==> config.mk <==
export PLATFORM = sky130hd
export DESIGN_NAME = seg7_scan_driver
export DESIGN_NICKNAME = d
export VERILOG_FILES = /design/src/rtl/seg7_scan_driver.sv
export SDC_FILE = /design/constraint.sdc
export NUM_CORES = 1
export LEC_CHECK = 0
export ABC_CLOCK_PERIOD_IN_PS = 2200
export CORE_ASPECT_RATIO = 2
export CORE_MARGIN = 3
export CORE_UTILIZATION = 54
export CTS_BUF_LIST = sky130_fd_sc_hd__clkbuf_16
export CTS_CLUSTER_SIZE = 20
export DETAILED_ROUTE_END_ITERATION = 16
export PLACE_DENSITY_LB_ADDON = 0.15
export SLEW_MARGIN = 30
export SYNTH_ARGS = -nofsm -noshare
export SYNTH_HDL_FRONTEND = slang
export SYNTH_SLANG_ARGS = --single-unit
==> constraint.sdc <==
create_clock -name clk -period 2.2 [get_ports clk]
set_input_delay 0.22 -clock clk [delete_from_list [all_inputs] [get_ports clk]]
set_output_delay 0.22 -clock clk [all_outputs]
set_load 0.02 [all_outputs]
==> src/rtl/seg7_scan_driver.sv <==
// Multiplexed 4-digit seven-segment scanner with a shadow register loaded once per frame.
// Optional leading-zero blanking is enabled with the SEG7_LZB_EN macro.
module seg7_scan_driver #(
  parameter int SCAN_DIV  = 50000,
  parameter int BLANK_CYC = 2
) (
  input  logic        clk,
  input  logic        rst_n,
  input  logic [15:0] num,
  input  logic [3:0]  dp_in,
  output logic [6:0]  seg,
  output logic        dp,
  output logic [3:0]  an,
  output logic        frame
);

  localparam int CW = (SCAN_DIV > 1) ? $clog2(SCAN_DIV) : 1;

  logic [CW-1:0] cnt_reg;
  logic [1:0]    idx_reg;
  logic [15:0]   shadow_reg;
  logic [3:0]    shadow_dp_reg;

  logic          tick;
  logic          slot_blank;
  logic [3:0]    digits [4];
  logic [3:0]    digit;
  logic [3:0]    lz_blank;
  logic [6:0]    seg_next;
  logic [3:0]    an_next;
  logic          dp_next;
  logic          frame_next;

  assign tick       = (cnt_reg == CW'(SCAN_DIV - 1));
  assign frame_next = tick && (idx_reg == 2'd3);

  generate
    for (genvar gi = 0; gi < 4; gi++) begin : g_digit
      assign digits[gi] = shadow_reg[gi*4 +: 4];
    end
  endgenerate

  assign digit = digits[idx_reg];

  // A zero blanking window must not produce an always-false unsigned compare.
  generate
    if (BLANK_CYC == 0) begin : g_no_blank
      assign slot_blank = 1'b0;
    end else begin : g_blank
      assign slot_blank = (cnt_reg < CW'(BLANK_CYC));
    end
  endgenerate

`ifdef SEG7_LZB_EN
  // Each digit is blank only if it and every digit to its left are zero.
  assign lz_blank[3] = (digits[3] == 4'd0);
  assign lz_blank[2] = lz_blank[3] && (digits[2] == 4'd0);
  assign lz_blank[1] = lz_blank[2] && (digits[1] == 4'd0);
  assign lz_blank[0] = 1'b0;
`else
  assign lz_blank = 4'b0000;
`endif

  function automatic logic [6:0] decode(input logic [3:0] d);
    logic [6:0] s;
    case (d)
      4'd0:    s = 7'h40;
      4'd1:    s = 7'h79;
      4'd2:    s = 7'h24;
      4'd3:    s = 7'h30;
      4'd4:    s = 7'h19;
      4'd5:    s = 7'h12;
      4'd6:    s = 7'h02;
      4'd7:    s = 7'h78;
      4'd8:    s = 7'h00;
      4'd9:    s = 7'h10;
      default: s = 7'h3F;
    endcase
    return s;
  endfunction

  always_comb begin
    seg_next = decode(digit);
    an_next  = ~(4'b0001 << idx_reg);
    dp_next  = ~shadow_dp_reg[idx_reg];
    if (lz_blank[idx_reg]) begin
      seg_next = 7'h7F;
    end
    if (slot_blank) begin
      an_next = 4'hF;
      dp_next = 1'b1;
    end
  end

  // Prescaler, slot index and once-per-frame shadow capture.
  always_ff @(posedge clk or negedge rst_n) begin
    if (!rst_n) begin
      cnt_reg       <= '0;
      idx_reg       <= 2'd0;
      shadow_reg    <= 16'h0000;
      shadow_dp_reg <= 4'h0;
      frame         <= 1'b0;
    end else begin
      frame <= frame_next;
      if (tick) begin
        cnt_reg <= '0;
        idx_reg <= idx_reg + 2'd1;
      end else begin
        cnt_reg <= cnt_reg + CW'(1);
      end
      if (frame_next) begin
        shadow_reg    <= num;
        shadow_dp_reg <= dp_in;
      end
    end
  end

  always_ff @(posedge clk or negedge rst_n) begin
    if (!rst_n) begin
      seg <= 7'h7F;
      dp  <= 1'b1;
      an  <= 4'hF;
    end else begin
      seg <= seg_next;
      dp  <= dp_next;
      an  <= an_next;
    end
  end

endmodule

==> impl_metrics.toml <==
[run_status]
run_status = "complete, no violations"

[clock_network]
cts_inserted_buffers = 5
htree_levels = 2
cts_resized = 0
clk_path_buf_depth = 2
postCtsHoldBufs = 1
clock_latency_ns = 0.28
root_buffer = "clkbuf_16"
cts_tree = "yes"
clkSlewWorstSetupHoldPaths_ns = 0.06
cts.sinks = 51
cts_setup_buffers = 0

[global_routing]
grt_pass1_wl_um = 8120
grtUsageMet2_pct = 39.1
grt.busiest_layer = "met2"
gr-usage-met3_pct = 4.27
grt.met1_usage_pct = 21.3
grt_antenna_before_repair = 0
globalRouteOverflowTotal = 0
grt.total_usage_pct = 21.0
first_global_vias = 1699
grt_start_max_net_pins = 31

[timing]
aggregate_negative_setup_slack_ns = 0
tightestPinTransition_ns = 0.518
final-setup-viol-count = 0
finalHoldViolations = 0
final.period_utilization_pct = 90.2
max_freq_mhz = 504
fin_skew_ns = 0.00311
grt_setup_unrepaired = "false"
maxSlewHeadroom_pct = 65.5
report.final.slew_viol_count = 0
final.min_clock_period_ns = 1.98
hold_ws_ns = 0.441

[logic_synthesis]
ys_seq_elements = 51
synth.largest_area_cell = "dfrtp_1"
cells_after_synth = 188
synth_top_cell_area_share_pct = 39.7
dominantRegCellSynth = "dfrtp_1"
synth.avg_cell_area_um2 = 13.1
synth_top_cells_by_count = "dfrtp_1 (39), mux2_4 (20), nand2_1 (13)"
seq_area_frac_synth_pct = 52.6
synth_cell_types = 38
synth_most_common_cell = "dfrtp_1"
synthesis.area_um2 = 2460
number_of_enable_flip_flop_cells_after_synthesis = 0
synthesis.nets = 220
async_reset_ff_share_pct = 100
ys_top_cells_by_area = "dfrtp_1 (40%), dfstp_2 (13%), mux2_4 (12%)"
synthesis.yosys.warnings = 0

[routing]
route.final.wire_length_um = 4930
dr.pass1.iters = 4
post_drt_via_cell_ratio = 5.62
dr_total_vias = 1591
antenna_viol_nets_final = 0
routedWlPerCell_um = 17.4
remaining_drc_errors = 0
drt-initial-drc-count = 23

[setup_path]
ff2ff_path_depth = 5
start_kind = "flip-flop"
critical_path_arrival_ns = 2.15
critPathRequiredTime_ns = 2.37
crit_fanout = 20
type_of_destination_of_the_critical_path = "flip-flop"
worstSetupStartpoint = "cnt_reg[10]"
r2r-start = "cnt_reg[10]"
critPathKind = "flip-flop to flip-flop"

[floorplanning]
dieArea_um2 = 5440
core_area_um2 = 4380
chipWidth_um = 53.7
top_level_ports = 35
number_of_placement_rows = 34
die-height_um = 101
start_util_pct = 56.1

[finish]
fin_area_um2 = 3010
area.growth.synth_to_final_pct = 22.6
antenna_cells_inserted = 0
layout.nets = 260
postLayoutCoreUtil_pct = 68.7
ratio_of_cells_with_drive_above_1_in_the_final_layout_pct = 24.0

[placement]
dp_wirelength_um = 3640
cell_area_placed_um2 = 2870
gpl.final_weighted_congestion = 0.806
portBuffers = 34

[pwr]
power_per_cell_area_nw_per_um2 = 622
irDropWorstVdd_uv = 478
p_leak_nw = 1.34

[min_path]
timing.hold.worst.class = "primary input to async pin"

[run]
maxCapViolCount = 0
## power breakdown
group	internal (W)	switching, W	total, W
registers	0.000977	0.0000166	0.000994
clock network	0.000409	0.000303	0.000712
logic	0.0000964	0.0000706	0.000167
total	0.00148	0.000390	0.00187
## cells in the final DEF (no fill, tap or decap), drive strengths merged, types with 3 or more instances in the layout
master,count
nor3,5
ha,10
and4,3
nand4,5
xnor2,6
nand3,8
nand2,13
nor2,9
dfstp,12
inv,7
xor2,7
mux2,21
clkbuf,5
nor4,3
and2,4
buf,6
o21ai,6
a21boi,3
dfrtp,39
clkdlybuf4s50,33
mux4,4
## cells by family after synthesis
| group | after synthesis | share of synthesized area [%] |
|---|---|---|
| AOI/OAI and AO/OA | 18 | 4.94 |
| xor gates and xnor gates | 13 | 4.64 |
| adders and majority gates | 10 | 5.09 |
| buffers and inverters | 13 | 2.70 |
| DFF | 51 | 52.6 |
| muxes | 27 | 17.2 |
| and+or+nand+nor | 56 | 12.9 |
## cell type report
class	instances	area [um2]
inverters	6	22.5
well taps	54	67.6
repair buffers	40	395
clock buffers	5	125
flip-flops and latches	51	1290
multi-input cells	124	1100
fillers	304	1370
clock inverters	3	11.3
## final timing paths
path | end | slack, ns
max | shadow_reg[15] | 0.22
min | shadow_dp_reg[0] | 0.44
max reg2reg | shadow_reg[15] | 0.22
min reg2reg | cnt_reg[0] | 0.46
max in group asynchronous | an[3] | 1.15
min in group clk | cnt_reg[0] | 0.46
## stage by stage
step / cells / power [W] / setup WS [ns]
after floorplan: 188 / 0.00108 / 0.309
after global placement: 274 / 0.00117 / 0.250
after detailed placement: 274 / 0.00117 / 0.227
after CTS: 283 / 0.00189 / 0.213
after global routing: 283 / 0.00195 / 0.110
final: 283 / 0.00187 / 0.217
## critical path, cell delays in order, from the launching register on
cell and delay, ns:
dfrtp_1 0.42, or4_4 0.56, nor4_4 0.18, nand3_2 0.10, buf_4 0.26, mux2_4 0.35
## layer usage
layer / part of all wire (%) / vias to the layer above / wire length, um
met1: 36 / 804 / 1770
met4: 2.0 / 0 / 98
met5: 0 / - / 0
met2: 60 / 32 / 2950
li1: - / 745 / -
met3: 2.4 / 10 / 117
No activity file was read; power rests on OpenSTA's default activity.
